`src/rtl/reg_dst_scoreboard_pkg.sv`:
```
// -----------------------------------------------------------------------------
// scoreboard_pkg
//   Shared types and constants for the destination-register scoreboard.
//   AW   : register address width (NREG = 2**AW architectural registers)
//   CW   : per-register outstanding-write counter width
//   CNT_MAX : saturation value of a counter (2**CW - 1)
//   REG_ZERO: the hard-wired zero register, never tracked
// -----------------------------------------------------------------------------
package scoreboard_pkg;

    localparam int AW   = 5;
    localparam int CW   = 2;
    localparam int NREG = 2 ** AW;

    typedef logic [AW-1:0] reg_addr_t;
    typedef logic [CW-1:0] cnt_t;

    localparam cnt_t      CNT_MAX  = '1;
    localparam reg_addr_t REG_ZERO = '0;

endpackage

```
`src/rtl/reg_dst_scoreboard_if.sv`:
```
// -----------------------------------------------------------------------------
// reg_dst_scoreboard_if
//   Bundles the issue, writeback and source-query signals of the scoreboard.
//   master : issue/writeback/decode side (drives requests, reads status)
//   slave  : the scoreboard itself
//   Signals:
//     iss_valid/iss_dst/iss_ready : mark a destination register pending
//     wb_valid/wb_dst             : retire one outstanding write
//     rs_addr/rt_addr             : decode-stage source registers
//     rs_busy/rt_busy             : source has an outstanding write
//     stall, any_busy, wb_err     : pipeline stall, global busy, sticky error
// -----------------------------------------------------------------------------
interface reg_dst_scoreboard_if;
    import scoreboard_pkg::*;

    logic      iss_valid;
    reg_addr_t iss_dst;
    logic      iss_ready;
    logic      wb_valid;
    reg_addr_t wb_dst;
    reg_addr_t rs_addr;
    reg_addr_t rt_addr;
    logic      rs_busy;
    logic      rt_busy;
    logic      stall;
    logic      any_busy;
    logic      wb_err;

    modport master (
        output iss_valid, iss_dst, wb_valid, wb_dst, rs_addr, rt_addr,
        input  iss_ready, rs_busy, rt_busy, stall, any_busy, wb_err
    );

    modport slave (
        input  iss_valid, iss_dst, wb_valid, wb_dst, rs_addr, rt_addr,
        output iss_ready, rs_busy, rt_busy, stall, any_busy, wb_err
    );

endinterface

```
`src/rtl/reg_dst_scoreboard_counter.sv`:
```
// -----------------------------------------------------------------------------
// sb_counter
//   One saturating up/down outstanding-write counter.
//   Ports:
//     clk, rst_n : clock, asynchronous active-low reset
//     inc        : one more write outstanding (ignored when full)
//     dec        : one write retired (ignored when zero)
//     cnt        : current count
//     full       : count is at CNT_MAX
//     nonzero    : at least one write outstanding
//     underflow  : dec requested while count is zero (combinational)
// -----------------------------------------------------------------------------
module sb_counter
    import scoreboard_pkg::*;
(
    input  logic clk,
    input  logic rst_n,
    input  logic inc,
    input  logic dec,
    output cnt_t cnt,
    output logic full,
    output logic nonzero,
    output logic underflow
);

    assign full      = (cnt == CNT_MAX);
    assign nonzero   = (cnt != '0);
    assign underflow = dec && !nonzero;

    // Simultaneous inc and dec cancel, so a saturated counter that is both
    // issued to and written back stays put rather than dipping and refilling.
    // NOTE: sequential state uses non-blocking (<=) so every flop samples
    // pre-edge values, independent of block ordering.
    always_ff @(posedge clk or negedge rst_n) begin
        if (!rst_n) begin
            cnt <= '0;
        end else if (inc && !dec && !full) begin
            cnt <= cnt + cnt_t'(1);
        end else if (dec && !inc && nonzero) begin
            cnt <= cnt - cnt_t'(1);
        end
    end

endmodule

```
`src/rtl/reg_dst_scoreboard.sv`:
```
// -----------------------------------------------------------------------------
// reg_dst_scoreboard
//   Tracks outstanding writes per architectural register (r1..r31; r0 is
//   never tracked). Issue marks a destination pending, writeback retires it,
//   and the decode stage queries rs/rt busy status to drive a stall.
//   Ports:
//     clk   : rising-edge clock
//     rst_n : asynchronous active-low reset, clears all counters and wb_err
//     sb    : reg_dst_scoreboard_if.slave (issue, writeback, query, status)
//   Configuration:
//     SCOREBOARD_WB_BYPASS_EN - when defined, a writeback retiring the last
//     outstanding write to rs/rt releases busy in the same cycle (register
//     file writes before it reads). Undefined: release one cycle later.
// -----------------------------------------------------------------------------
module reg_dst_scoreboard
    import scoreboard_pkg::*;
(
    input  logic                 clk,
    input  logic                 rst_n,
    reg_dst_scoreboard_if.slave  sb
);

    cnt_t [NREG-1:0] cnt_vec;
    logic [NREG-1:0] full_vec;
    logic [NREG-1:0] nz_vec;
    logic [NREG-1:0] uf_vec;

    logic iss_fire;
    logic wb_fire;
    logic rs_release;
    logic rt_release;
    logic err_q;

    // Register 0 has no counter: it always reads as empty and never errors.
    assign cnt_vec[0]  = '0;
    assign full_vec[0] = 1'b0;
    assign nz_vec[0]   = 1'b0;
    assign uf_vec[0]   = 1'b0;

    assign iss_fire = sb.iss_valid && sb.iss_ready && (sb.iss_dst != REG_ZERO);
    assign wb_fire  = sb.wb_valid && (sb.wb_dst != REG_ZERO);

    for (genvar i = 1; i < NREG; i++) begin : g_cnt
        sb_counter u_cnt (
            .clk       (clk),
            .rst_n     (rst_n),
            .inc       (iss_fire && (sb.iss_dst == reg_addr_t'(i))),
            .dec       (wb_fire  && (sb.wb_dst  == reg_addr_t'(i))),
            .cnt       (cnt_vec[i]),
            .full      (full_vec[i]),
            .nonzero   (nz_vec[i]),
            .underflow (uf_vec[i])
        );
    end

    // Same-cycle release: a writeback retiring the final outstanding write
    // to a queried source hides its busy bit before the counter updates.
    // NOTE: every always_comb output gets a default first, so no path can
    // leave it unassigned and infer a latch.
    always_comb begin
        rs_release = 1'b0;
        rt_release = 1'b0;
`ifdef SCOREBOARD_WB_BYPASS_EN
        rs_release = sb.wb_valid && (sb.wb_dst == sb.rs_addr) &&
                     (cnt_vec[sb.rs_addr] == cnt_t'(1));
        rt_release = sb.wb_valid && (sb.wb_dst == sb.rt_addr) &&
                     (cnt_vec[sb.rt_addr] == cnt_t'(1));
`else
        rs_release = 1'b0;
        rt_release = 1'b0;
`endif
    end

    assign sb.iss_ready = !full_vec[sb.iss_dst];
    assign sb.rs_busy   = (cnt_vec[sb.rs_addr] != '0) && !rs_release;
    assign sb.rt_busy   = (cnt_vec[sb.rt_addr] != '0) && !rt_release;
    assign sb.stall     = sb.rs_busy || sb.rt_busy || (sb.iss_valid && !sb.iss_ready);
    assign sb.any_busy  = |nz_vec;
    assign sb.wb_err    = err_q;

    // Sticky: a writeback that finds no outstanding write means the pipeline
    // lost track of a destination (or retired across a reset).
    always_ff @(posedge clk or negedge rst_n) begin
        if (!rst_n) begin
            err_q <= 1'b0;
        end else if (|uf_vec) begin
            err_q <= 1'b1;
        end
    end

endmodule

```
`src/flat_wrapper.sv`:
```
// flat-port wrapper written by rule: the top's interface ports become plain ports
module reg_dst_scoreboard_flat import scoreboard_pkg::*;
  (clk, rst_n, sb_iss_valid, sb_iss_dst, sb_wb_valid, sb_wb_dst, sb_rs_addr, sb_rt_addr, sb_iss_ready, sb_rs_busy, sb_rt_busy, sb_stall, sb_any_busy, sb_wb_err);
  reg_dst_scoreboard_if sb_i ();
  input  logic clk;
  input  logic rst_n;
  input wire logic [$bits(sb_i.iss_valid)-1:0] sb_iss_valid;
  input wire logic [$bits(sb_i.iss_dst)-1:0] sb_iss_dst;
  input wire logic [$bits(sb_i.wb_valid)-1:0] sb_wb_valid;
  input wire logic [$bits(sb_i.wb_dst)-1:0] sb_wb_dst;
  input wire logic [$bits(sb_i.rs_addr)-1:0] sb_rs_addr;
  input wire logic [$bits(sb_i.rt_addr)-1:0] sb_rt_addr;
  output wire logic [$bits(sb_i.iss_ready)-1:0] sb_iss_ready;
  output wire logic [$bits(sb_i.rs_busy)-1:0] sb_rs_busy;
  output wire logic [$bits(sb_i.rt_busy)-1:0] sb_rt_busy;
  output wire logic [$bits(sb_i.stall)-1:0] sb_stall;
  output wire logic [$bits(sb_i.any_busy)-1:0] sb_any_busy;
  output wire logic [$bits(sb_i.wb_err)-1:0] sb_wb_err;
  assign sb_i.iss_valid = sb_iss_valid;
  assign sb_i.iss_dst = sb_iss_dst;
  assign sb_i.wb_valid = sb_wb_valid;
  assign sb_i.wb_dst = sb_wb_dst;
  assign sb_i.rs_addr = sb_rs_addr;
  assign sb_i.rt_addr = sb_rt_addr;
  assign sb_iss_ready = sb_i.iss_ready;
  assign sb_rs_busy = sb_i.rs_busy;
  assign sb_rt_busy = sb_i.rt_busy;
  assign sb_stall = sb_i.stall;
  assign sb_any_busy = sb_i.any_busy;
  assign sb_wb_err = sb_i.wb_err;
  reg_dst_scoreboard u_core (.clk(clk), .rst_n(rst_n), .sb(sb_i));
endmodule
```
`config.mk`:
```
export PLATFORM = sky130hd
export DESIGN_NAME = reg_dst_scoreboard_flat
export DESIGN_NICKNAME = d
export VERILOG_FILES = /design/src/rtl/reg_dst_scoreboard_pkg.sv /design/src/rtl/reg_dst_scoreboard_if.sv /design/src/rtl/reg_dst_scoreboard_counter.sv /design/src/rtl/reg_dst_scoreboard.sv /design/src/flat_wrapper.sv
export SDC_FILE = /design/constraint.sdc
export NUM_CORES = 1
export LEC_CHECK = 0
export CORE_MARGIN = 1
export CORE_UTILIZATION = 50
export CTS_CLUSTER_SIZE = 10
export DETAILED_ROUTE_END_ITERATION = 16
export HOLD_SLACK_MARGIN = 0.06
export MAX_ROUTING_LAYER = met4
export PLACE_DENSITY = 0.72
export SLEW_MARGIN = 20
export SYNTH_ARGS = -nofsm -noshare
export SYNTH_HDL_FRONTEND = slang
export SYNTH_SLANG_ARGS = --single-unit
```
`constraint.sdc`:
```
create_clock -name clk -period 3.3 [get_ports clk]
set_input_delay 0.66 -clock clk [delete_from_list [all_inputs] [get_ports clk]]
set_output_delay 0.66 -clock clk [all_outputs]
set_load 0.005 [all_outputs]
```
# ---- After elaboration in Yosys (flattened, before gate mapping)
# Index checks and enable logic that the tools add are counted.
dict set report totals {
  register_bits 63
  out_inout_bits 6
}
dict set report op_classes {
  addsub 62
  order_cmp 3
  eq_ne 93
  muxes 68
  reduce_logical 416
}
# op n
set ops {}
lappend ops {{logical AND 1 bit} 221}
lappend ops {{== test 5 bit (second input constant)} 32}
lappend ops {{two-way mux 2 bit} 64}
lappend ops {{nonzero test 2 bit} 64}
lappend ops {{zero test 1 bit} 125}
lappend ops {{== test 5 x 4 -> 1 bit (second input constant)} 16}
lappend ops {{adder 2 x 1 -> 2 bit (second input constant)} 31}
lappend ops {{== test 2 bit (second input constant)} 31}
lappend ops {{OR reduction 31 bit} 2}
lappend ops {{subtractor 2 x 1 -> 2 bit (second input constant)} 31}
lappend ops {{== test 5 x 3 -> 1 bit (second input constant)} 8}
lappend ops {{binary-select mux 2 bit (select 5 bit)} 2}
lappend ops {{== test 5 x 2 -> 1 bit (second input constant)} 4}
lappend ops {{less-than comparator 5 x 6 -> 1 bit (second input constant)} 3}
lappend ops {{== test 5 x 1 -> 1 bit (second input constant)} 2}
lappend ops {{nonzero test 5 bit} 2}
lappend ops {{binary-select mux 1 bit (select 5 bit)} 1}
lappend ops {{logical OR 1 bit} 2}
lappend ops {{two-way mux 1 bit} 1}

# ---- Depth between registers and ports, before layout
# Gate-level depths: netlist of run 1.
dict set report logic_depth {
  ltp_word 12
  ltp_mapped 11
  mapped_depth_nobuf 7
}

# ---- Hierarchy
# From an unflattened synthesis of run 1, not the netlist that was laid out.
dict set report unflattened {
  hier_cells 740
  area_unflattened_um2 5953.2
}
# module n_inst cells_per_inst area_each_um2
set by_module_without_submodules {}
lappend by_module_without_submodules {sb_counter 31 16 137.6}
lappend by_module_without_submodules {reg_dst_scoreboard 1 244 1686.6}

# ---- Worst setup path after synthesis of run 1
# Ideal clock, no wire load.
dict set report synth_path {
  kind {input port to output port}
  startpoint {in sb_rs_addr[1]}
  endpoint {out sb_stall}
  arrival_ns 2.444
  slack_ns 0.196
  path_stages 5
  path_buffers 1
  path_cell_list {clkbuf_1 -> mux4_2 -> mux4_2 -> a21oi_1 -> a311o_1}
}
dict set report synth_via {
  elab_chain_len 5
}
# element line
set synth_rtl {}
lappend synth_rtl {{from (decl)} flat_wrapper.sv:11} ;# input wire logic [$bits(sb_i.rs_addr)-1:0] sb_rs_addr;
lappend synth_rtl {{binary-select mux 2 bit (select 5 bit)} reg_dst_scoreboard.sv:75} ;# assign sb.rs_busy = (cnt_vec[sb.rs_addr] != '0) && !rs_release;
lappend synth_rtl {{two-way mux 2 bit (not written as such)} reg_dst_scoreboard.sv:75}
lappend synth_rtl {{nonzero test 2 bit} reg_dst_scoreboard.sv:75}
lappend synth_rtl {{via sb_rs_busy} flat_wrapper.sv:14} ;# output wire logic [$bits(sb_i.rs_busy)-1:0] sb_rs_busy;
lappend synth_rtl {{logical OR 1 bit (2 in series)} reg_dst_scoreboard.sv:77} ;# assign sb.stall = sb.rs_busy || sb.rt_busy || (sb.iss_valid && !sb.iss_ready);
lappend synth_rtl {{to (decl)} flat_wrapper.sv:16} ;# output wire logic [$bits(sb_i.stall)-1:0] sb_stall;
# The timed path passes the listed nets, and every way through them passes these cells. The select of a mux whose other input is x is not followed.

# ---- Final worst setup path of run 1
dict set report layout_path {
  startpoint {reg u_core.g_cnt[5].u_cnt.cnt[0]}
  endpoint {out sb_stall}
}
dict set report layout_via {
  elab_chain_len 5
  elab_cells_between_ends 12
}
# element line
set layout_rtl {}
lappend layout_rtl {{from (decl)} reg_dst_scoreboard_counter.sv:20} ;# output cnt_t cnt,
lappend layout_rtl {{from (signal assigned)} reg_dst_scoreboard_counter.sv:38} ;# cnt <= cnt + cnt_t'(1);
lappend layout_rtl {{from (signal assigned)} reg_dst_scoreboard_counter.sv:40} ;# cnt <= cnt - cnt_t'(1);
lappend layout_rtl {{== test 2 bit (tied with other cells)} reg_dst_scoreboard_counter.sv:26} ;# assign full = (cnt == CNT_MAX);
lappend layout_rtl {{binary-select mux 1 bit (select 5 bit) (tied with other cells)} reg_dst_scoreboard.sv:74} ;# assign sb.iss_ready = !full_vec[sb.iss_dst];
lappend layout_rtl {{two-way mux 1 bit (not written as such) (tied with other cells)} reg_dst_scoreboard.sv:74}
lappend layout_rtl {{logical AND 1 bit / logical OR 1 bit (equally long branches)} reg_dst_scoreboard.sv:77}
lappend layout_rtl {{logical OR 1 bit (*)} reg_dst_scoreboard.sv:77}
# Every way passes the cells marked *; elsewhere a longest branch is shown, timed or not. The select of a mux whose other input is x is not followed.

==> results.toml, run 1 <==
[route]
drtIter0Drc = 535
drc = 0
postRouteAntennaNets = 0
wirelength_um = 19100
wl_per_cell_um = 21.4
first_pass_iters = 5
viasPerCell = 6.57
num_vias = 5856

[floorplanning]
dieHeight_um = 102
coreArea_mm2 = 0.00977
die_area_mm2 = 0.0105
fp.dieW_um = 102
io_pins = 30
rows = 36
initial_utilization_pct = 51.6

[sta]
setup_violations = 0
fmax_ghz = 0.309
timing.setup.tns_ns = 0
worst_pin_slew_ns = 0.722
rsz0062_at_grt = "false"
fin_crit_ns = 3.23
post-route-period-util_pct = 98.0
relSlewSlack_pct = 51.5
timing.final.ws_setup_ns = 0.0672
hold_violations = 0
drv_slew = 0
fin_skew_ns = 0.0145

[cells_and_area]
fin_nets = 777
drive_above_1_share_pct = 27.6
area_growth_pct = 31.1
final_cell_mix = "buf_4, nor2_1, nand2_1"
final_common_cell = "buf_4"
antenna_cells = 0

[synth]
synth_area_per_cell_um2 = 8.08
async_flop_share_pct = 100
netlist_area_mm2 = 0.00505
ys_seq_area_share_pct = 31.2
ys.flop_type = "dfrtp_1"
synth_fp_nets = 649
ys_warn_count = 0
synthCells = 625
ys_ff_latch = 63
synth_edf_count = 0
synth_cell_types = 68

[global_routing]
antenna_found_initial = 0
grt_pass1_vias = 5370
grt_max_degree = 45
grt_usage_pct = 38.4
gr-total-overflow = 0
grt_pass1_wl_um = 28300

[setup_path]
worstPathArrival_ns = 2.57
crit_type = "register to primary output"
required_ns = 2.64
cp_max_fo = 5
cp-start-kind = "register"
reg2reg_depth = 9
end_kind = "primary output"

[clock_tree]
cts_max_path_buffers = 2
hold_buffers = 0
cts_tree = "yes"
path_clk_slew_ns = 0.08
clock-sinks = 63
cts_made_buffers = 9
insertion_delay_ns = 0.38
cts-htree-levels = 3
cts.root.buffer_cell = "clkbuf_8"

[placed_design]
gp_congestion = 0.987
portBuffers = 29
place_worst_setup_slack_ns = -0.606
place.detailed.hpwl_um = 14300

[worst_hold_path]
hold_path_class = "input pin to async pin"

[power]
ir_worst_vdd_v = 0.000272
p_leak_nw = 2.77
powerDensity_mw_per_mm2 = 451

[run]
drv_cap = 0

[outcome]
outcome = "finished clean"
## final timing paths
kind / startpoint / end / slack, ns
setup / recovery: u_core.g_cnt[5].u_cnt.cnt[0] / sb_stall / 0.07
hold / removal: rst_n / u_core.g_cnt[8].u_cnt.cnt[1] / 0.29
setup reg to reg: u_core.g_cnt[31].u_cnt.cnt[0] / u_core.g_cnt[28].u_cnt.cnt[0] / 0.67
hold reg to reg: u_core.g_cnt[31].u_cnt.cnt[0] / u_core.g_cnt[31].u_cnt.cnt[0] / 0.53
max in group asynchronous: rst_n / u_core.g_cnt[13].u_cnt.cnt[0] / 2.31
min in group clk: u_core.g_cnt[31].u_cnt.cnt[0] / u_core.g_cnt[31].u_cnt.cnt[0] / 0.53
## synthesized netlist by cell type, types with 4 or more instances
cell / count / area, µm²
nor4_1: 7 / 43.8
dfrtp_1: 63 / 1580
a21oi_1: 44 / 220
o22a_1: 4 / 35.0
buf_2: 7 / 35.0
nand2b_1: 6 / 37.5
and2_1: 5 / 31.3
a221oi_1: 5 / 43.8
a211oi_1: 15 / 113
o31ai_1: 6 / 45.0
o21ai_0: 28 / 140
a32oi_1: 4 / 35.0
o31a_1: 4 / 35.0
mux4_2: 17 / 383
nor2b_1: 12 / 75.1
a22oi_1: 7 / 52.6
o21ai_1: 20 / 100
o21a_1: 8 / 60.1
o211a_1: 9 / 90.1
mux2_2: 4 / 45.0
nor2_1: 107 / 402
a21o_1: 4 / 30.0
or4_1: 4 / 30.0
inv_1: 11 / 41.3
clkbuf_1: 14 / 52.6
nor3_2: 6 / 60.1
nand3_1: 27 / 135
nor3_1: 35 / 175
nand4_1: 12 / 75.1
nand2_1: 57 / 214
nor3b_1: 4 / 30.0
or3_1: 10 / 62.6
mux2i_1: 4 / 40.0
## cell families (layout without fill, tap and decap cells)
| kind of cell | count (synthesis) | in the layout | share of synthesized area [%] |
|---|---|---|---|
| flip-flops | 63 | 63 | 31.2 |
| buffers and inverters | 35 | 168 | 2.92 |
| AND/OR/NAND/NOR | 310 | 310 | 30.2 |
| AO/OA/AOI/OAI | 188 | 188 | 25.2 |
| multiplexers | 27 | 27 | 10.1 |
| XOR/XNOR | 2 | 2 | 0.347 |
## per-stage QoR
step	total power, mW	std cells	hold WS (ns)	util (%)	area, µm²
after floorplan	1.59	625	0.364	-	5050
after global placement	1.98	836	0.494	61.0	5960
after detailed placement	2.01	836	0.510	61.0	5960
after CTS	2.84	864	0.513	64.8	6340
after global routing	3.12	891	0.334	67.7	6620
final	2.99	891	0.288	67.7	6620
## area by class of cell
class	instances	area, µm²
Sequential cell	63	1590
Fill cell	833	3160
Timing Repair Buffer	140	1160
Multi-Input combinational cell	527	3440
Inverter	12	47.5
Clock buffer	10	128
Tap cell	133	166
Clock inverter	6	85.1
## layer usage
metal	vias to the layer above	share of wire, %	global-route usage (%)
met5	-	0	-
met2	361	46	59.8
met4	0	5.5	20.0
met1	2779	38	45.7
met3	79	11	9.51
li1	2637	-	-
## registers in the layout, summed over array words and instances (netlist names)
signal / flops
u_core.g_cnt.u_cnt.cnt: 62
u_core.sb.wb_err: 1
## report_power, final
group	internal (mW)	switching, mW	leakage, nW
clock network	0.422	0.347	0.102
logic	0.547	0.571	1.91
registers	0.909	0.188	0.753
## repair_timing
action | CTS | global route
hold endpoints to repair | 0 | 0
setup endpoints to repair | 4 | 4
cloned | 0 | 2
pin swaps | 8 | 7
buffers inserted | 12 | 25
resized for setup | 43 | 32
## worst max-delay path, cell delays in order, from the launching register on
cell	delay [ns]
dfrtp_1	0.42
nor2_1	0.45
mux4_2	0.33
mux2i_1	0.08
a211oi_2	0.30
a21oi_4	0.05
buf_4	0.15
a311o_1	0.29
buf_2	0.13
Note: power is estimated with default switching activity, not from simulation.
==> run 2: changes to the inputs <==
--- a/config.mk
+++ b/config.mk
@@ -12,7 +12,6 @@
 export HOLD_SLACK_MARGIN = 0.06
 export MAX_ROUTING_LAYER = met4
 export PLACE_DENSITY = 0.72
-export SLEW_MARGIN = 20
 export SYNTH_ARGS = -nofsm -noshare
 export SYNTH_HDL_FRONTEND = slang
 export SYNTH_SLANG_ARGS = --single-unit
==> run 2 against run 1 <==
  * Sequential share of layout area about the same
  * Global-route usage did not move
  * Cell area hardly changed
  * Die area did not move
  * Register-to-register slack is essentially flat
  * Core utilization hardly changed
  * Critical path depth unchanged
  * Critical path type unchanged
  * Largest cell class unchanged
  * Largest power group unchanged
==> results.toml, run 2 (synthesis gave the netlist of run 1 again) <==
[sta]
timing.setup.tns_ns = 0
fmax_ghz = 0.309
hold_violations = 0
rsz0062_at_grt = "false"
relSlewSlack_pct = 27.2
setup_violations = 0
hold_slack_ns = 0.479
fin_crit_ns = 3.23
post-route-period-util_pct = 98.0
drv_slew = 0
fin_skew_ns = 0.0145
worst_pin_slew_ns = 1.09

[setup_path]
end_kind = "primary output"
required_ns = 2.64
worstPathArrival_ns = 2.57
crit_type = "register to primary output"
reg2reg_depth = 9
cp_max_fo = 5
cp-start-kind = "register"

[global_routing]
gr-total-overflow = 0
antenna_found_initial = 0
grt_max_degree = 45
grt_pass1_wl_um = 28300
grt_pass1_vias = 5370
grt_usage_pct = 38.4

[floorplanning]
die_area_mm2 = 0.0105
initial_utilization_pct = 51.6
dieHeight_um = 102
rows = 36
coreArea_mm2 = 0.00977
io_pins = 30
fp.dieW_um = 102

[power]
powerDensity_mw_per_mm2 = 452
p_int_mw = 1.88
clkPwrFrac_pct = 25.8
pwr-share-comb_pct = 37.5
swShare_pct = 37.1
p_leak_nw = 2.76
ir_worst_vdd_v = 0.000272
seq_power_share_pct = 36.8
switchingPower_mw = 1.11
total_power_mw = 2.99

[clock_tree]
cts-htree-levels = 3
path_clk_slew_ns = 0.08
cts_tree = "yes"
cts_max_path_buffers = 2
insertion_delay_ns = 0.38
cts.root.buffer_cell = "clkbuf_8"
cts_made_buffers = 9
clock-sinks = 63

[cells_and_area]
antenna_cells = 0
area_growth_pct = 31.0
largest_register_ffs = 62
regMostFlops = "u_core.g_cnt.u_cnt.cnt"
final_common_cell = "buf_4"
fin_nets = 777
fill_cells = 834
drive_above_1_share_pct = 27.6
final_cell_mix = "buf_4, nor2_1, nand2_1"

[route]
drtIter0Drc = 535
postRouteAntennaNets = 0
num_vias = 5870
first_pass_iters = 5
wirelength_um = 19100
wl_per_cell_um = 21.4
drc = 0
viasPerCell = 6.59

[placed_design]
place.detailed.hpwl_um = 14300
gp_congestion = 0.987
portBuffers = 29

[run]
drv_cap = 0

[outcome]
outcome = "finished clean"

[worst_hold_path]
hold_path_class = "input pin to async pin"
-- run 2: per-layer routing --
| metal | up-vias | share of wire [%] | track usage [%] |
|---|---|---|---|
| li1 | 2638 | - | - |
| met1 | 2780 | 37 | 45.7 |
| met2 | 367 | 46 | 59.8 |
| met3 | 85 | 11 | 9.51 |
| met4 | 0 | 5.6 | 20.0 |
| met5 | - | 0 | - |
-- run 2: path summary, 6_finish.rpt --
kind,start,endpoint,slack [ns]
worst max register to register,u_core.g_cnt[31].u_cnt.cnt[0],u_core.g_cnt[28].u_cnt.cnt[0],0.67
worst min register to register,u_core.g_cnt[31].u_cnt.cnt[0],u_core.g_cnt[31].u_cnt.cnt[0],0.53
max in group asynchronous,rst_n,u_core.g_cnt[13].u_cnt.cnt[0],1.96
min in group clk,u_core.g_cnt[31].u_cnt.cnt[0],u_core.g_cnt[31].u_cnt.cnt[0],0.53
worst min-delay path,rst_n,u_core.g_cnt[8].u_cnt.cnt[1],0.48
worst max-delay path,u_core.g_cnt[5].u_cnt.cnt[0],sb_stall,0.07
-- run 2: through the flow --
step	setup WS, ns	area (µm²)	util (%)	std cells
2_1_floorplan	0.196	5050	-	625
3_3_place_gp	-0.583	5960	61.0	836
3_5_place_dp	-0.606	5960	61.0	836
4_1_cts	-0.00689	6340	64.8	864
5_1_grt	0.0122	6610	67.7	891
6_report	0.0672	6610	67.7	891
-- run 2: final cells by class --
class / count / area (µm²) / share of cell area, %
clock inverter: 6 / 85.1 / 1.29
inverter: 12 / 47.5 / 0.719
tap: 133 / 166 / 2.52
timing repair buffer: 140 / 1150 / 17.4
multi-input combinational: 527 / 3440 / 52.1
clock buffer: 10 / 128 / 1.93
sequential: 63 / 1590 / 24.0
-- run 2: worst max-delay path, cell delays in order, from the launching register on --
cell      delay (ns)
dfrtp_1         0.42
nor2_1          0.45
mux4_2          0.33
mux2i_1         0.08
a211oi_2        0.30
a21oi_4         0.05
buf_4           0.15
a311o_1         0.29
buf_2           0.13
-- run 2: repair_timing --
action	CTS	global route
gates resized for setup	43	32
hold buffers	0	0
gates cloned	0	2
setup buffers	12	25
pin swaps	8	7
setup endpoints to repair	4	4
-- run 2: power by group through the flow --
| stage | Clock [mW] | Sequential [mW] | Combinational [mW] |
|---|---|---|---|
| CTS | 0.772 | 1.08 | 0.989 |
| floorplan | 0 | 1.06 | 0.538 |
| finish | 0.769 | 1.10 | 1.12 |
| global placement | 0 | 1.10 | 0.888 |
| global route | 0.805 | 1.12 | 1.19 |
| detailed placement | 0 | 1.10 | 0.909 |
==> run 3: changes to the inputs <==
--- a/config.mk
+++ b/config.mk
@@ -5,13 +5,15 @@
 export SDC_FILE = /design/constraint.sdc
 export NUM_CORES = 1
 export LEC_CHECK = 0
-export CORE_MARGIN = 1
+export CAP_MARGIN = 20
+export CORE_MARGIN = 2
 export CORE_UTILIZATION = 50
 export CTS_CLUSTER_SIZE = 10
 export DETAILED_ROUTE_END_ITERATION = 16
 export HOLD_SLACK_MARGIN = 0.06
 export MAX_ROUTING_LAYER = met4
 export PLACE_DENSITY = 0.72
+export SKIP_LAST_GASP = 1
 export SYNTH_ARGS = -nofsm -noshare
 export SYNTH_HDL_FRONTEND = slang
 export SYNTH_SLANG_ARGS = --single-unit
==> run 3 against run 2 <==
  * Global-route usage shrank 1.0 points
  * Cell count shrank 0.90%
  * Worst hold slack gained 0.010 ns
  * Total power shrank 6.2%
  * Register-to-register slack gained 0.07 ns
  * Maximum frequency shrank 1.9%
  * Sequential share of layout area grew 0.27 points
  * Count of clock-buffer cells in the layout grew 1
  * Clock power shrank 17%
  * Via count grew 0.22%
  * Highest routed layer unchanged
==> results.toml, run 3 (synthesis gave the netlist of run 1 again) <==
[outcome]
outcome = "finished clean"

[cells_and_area]
final_cell_mix = "buf_4, nor2_1, dfrtp_1"
regMostFlops = "u_core.g_cnt.u_cnt.cnt"
fin_nets = 769
final_common_cell = "buf_4"
antenna_cells = 0
final_area_mm2 = 0.00649
area_growth_pct = 28.7
drive_above_1_share_pct = 25.5
fill_cells = 865
largest_register_ffs = 62
stdcell_count = 883
multiInputGateArea_mm2 = 0.00344
regArea_mm2 = 0.00158

[sta]
setup_violations = 0
worst_pin_slew_ns = 0.839
rsz0062_at_grt = "true"
fin_crit_ns = 3.29
timing.final.ws_setup_ns = 0.00528
hold_violations = 0
post-route-period-util_pct = 99.8
drv_slew = 0
fin_skew_ns = 0.0132
relSlewSlack_pct = 44.1
fmax_ghz = 0.304

[power]
p_leak_nw = 2.69
p_int_mw = 1.70
powerDensity_mw_per_mm2 = 431
total_power_mw = 2.80
ir_worst_vdd_v = 0.000330
clkPwrFrac_pct = 22.9
pwr-share-comb_pct = 38.2
switchingPower_mw = 1.10
seq_power_share_pct = 38.9
swShare_pct = 39.3

[clock_tree]
insertion_delay_ns = 0.37
path_clk_slew_ns = 0.08
cts-htree-levels = 3
cts.root.buffer_cell = "clkbuf_8"
clock-sinks = 63
cts_tree = "yes"
cts_max_path_buffers = 2
cts_made_buffers = 9

[global_routing]
antenna_found_initial = 0
busiest_layer = "met2"
use_met3_pct = 7.71
grt_pass1_wl_um = 30400
grt.met1_usage_pct = 46.6
grt_pass1_vias = 5609
grt_max_degree = 64
grt_usage_pct = 37.3
met2_usage_pct = 58.6
gr-total-overflow = 0

[setup_path]
crit_type = "input pin to primary output"
end_kind = "primary output"
crit_slowest_cell = "clkdlybuf4s50_1"
worstPathArrival_ns = 2.63
path_cells = "clkdlybuf4s50_1 > buf_6 > buf_12 > nand3b_1 > a211oi_2 > a2111oi_4 > nand3_2 > a311o_1 > buf_2"
required_ns = 2.64
r2r_slack_ns = 0.74
cp_max_fo = 9
cp-start-kind = "input pin"
cp_slowest_stage_delay_ns = 0.47

[floorplanning]
fp.dieW_um = 104
rows = 36
dieHeight_um = 104
initial_utilization_pct = 51.6
coreArea_mm2 = 0.00977
io_pins = 30
die_area_mm2 = 0.0109

[placed_design]
dp_cells = 841
placed_cell_area_mm2 = 0.00597
place_worst_setup_slack_ns = -0.637
portBuffers = 29
gp_congestion = 0.988
place.detailed.hpwl_um = 14900

[route]
wl_per_cell_um = 22.1
viasPerCell = 6.66
wirelength_um = 19600
first_pass_iters = 5
postRouteAntennaNets = 0
num_vias = 5883
drtIter0Drc = 552
drc = 0

[worst_hold_path]
hold_path_class = "input pin to async pin"

[run]
drv_cap = 0
-- run 3: cell types whose count changed in the layout (fill, tap and decap cells not counted), sizes merged, moves of 2 or more --
cell | before | now
buf | 114 | 106
bufinv | 2 | 0
clkbuf | 10 | 12
clkdlybuf4s15 | 2 | 0
clkdlybuf4s50 | 14 | 17
dlymetal6s2s | 5 | 2
-- run 3: layer usage --
layer / part of all wire (%) / up-vias
li1: - / 2613
met1: 39 / 2871
met2: 47 / 340
met3: 10 / 59
met4: 3.8 / 0
met5: 0 / -
-- run 3: final cells by class --
type                       instances  area share [%]
clock inverter                     5           0.520
inverter                          12           0.732
timing repair buffer             132            16.7
clock buffer                      11            2.18
tap                              133            2.56
sequential                        63            24.3
multi-input combinational        527            53.0
-- run 3: repair_timing --
action | CTS | global route
setup endpoints to repair | 4 | 3
buffers inserted | 18 | 8
gates resized for setup | 33 | 28
pin swaps | 9 | 8
hold endpoints to repair | 0 | 0
hold buffers | 0 | 0
-- run 3: worst paths after layout --
path                                               start                            end  cells past startpoint
max in group asynchronous                          rst_n  u_core.g_cnt[29].u_cnt.cnt[1]                      2
hold / removal                                     rst_n  u_core.g_cnt[12].u_cnt.cnt[0]                      2
min in group clk           u_core.g_cnt[19].u_cnt.cnt[0]  u_core.g_cnt[19].u_cnt.cnt[0]                      1
hold reg to reg            u_core.g_cnt[19].u_cnt.cnt[0]  u_core.g_cnt[19].u_cnt.cnt[0]                      1
setup / recovery                           sb_iss_dst[0]                       sb_stall                      9
setup reg to reg           u_core.g_cnt[24].u_cnt.cnt[0]  u_core.g_cnt[28].u_cnt.cnt[0]                      9
-- run 3: metrics by stage --
step | TNS (ns) | utilization [%] | hold WS, ns
floorplan | 0 | - | 0.364
global placement | -2.02 | 61.1 | 0.498
detailed placement | -2.32 | 61.1 | 0.517
CTS | -0.0297 | 64.9 | 0.519
global route | -0.0387 | 66.4 | 0.558
finish | 0 | 66.4 | 0.489
-- run 3: power groups by stage --
| stage | logic (mW) | registers (mW) | clock network, mW |
|---|---|---|---|
| 2_1_floorplan | 0.538 | 1.06 | 0 |
| 3_3_place_gp | 0.871 | 1.10 | 0 |
| 3_5_place_dp | 0.898 | 1.11 | 0 |
| 4_1_cts | 1.01 | 1.07 | 0.644 |
| 5_1_grt | 1.14 | 1.10 | 0.678 |
| 6_report | 1.07 | 1.09 | 0.642 |
-- run 3: worst max-delay path: cells and delay by family --
kind / cells / cell delay (ns)
simple gates: 2 / 0.29
buf+inv: 4 / 0.86
compound gates: 3 / 0.80
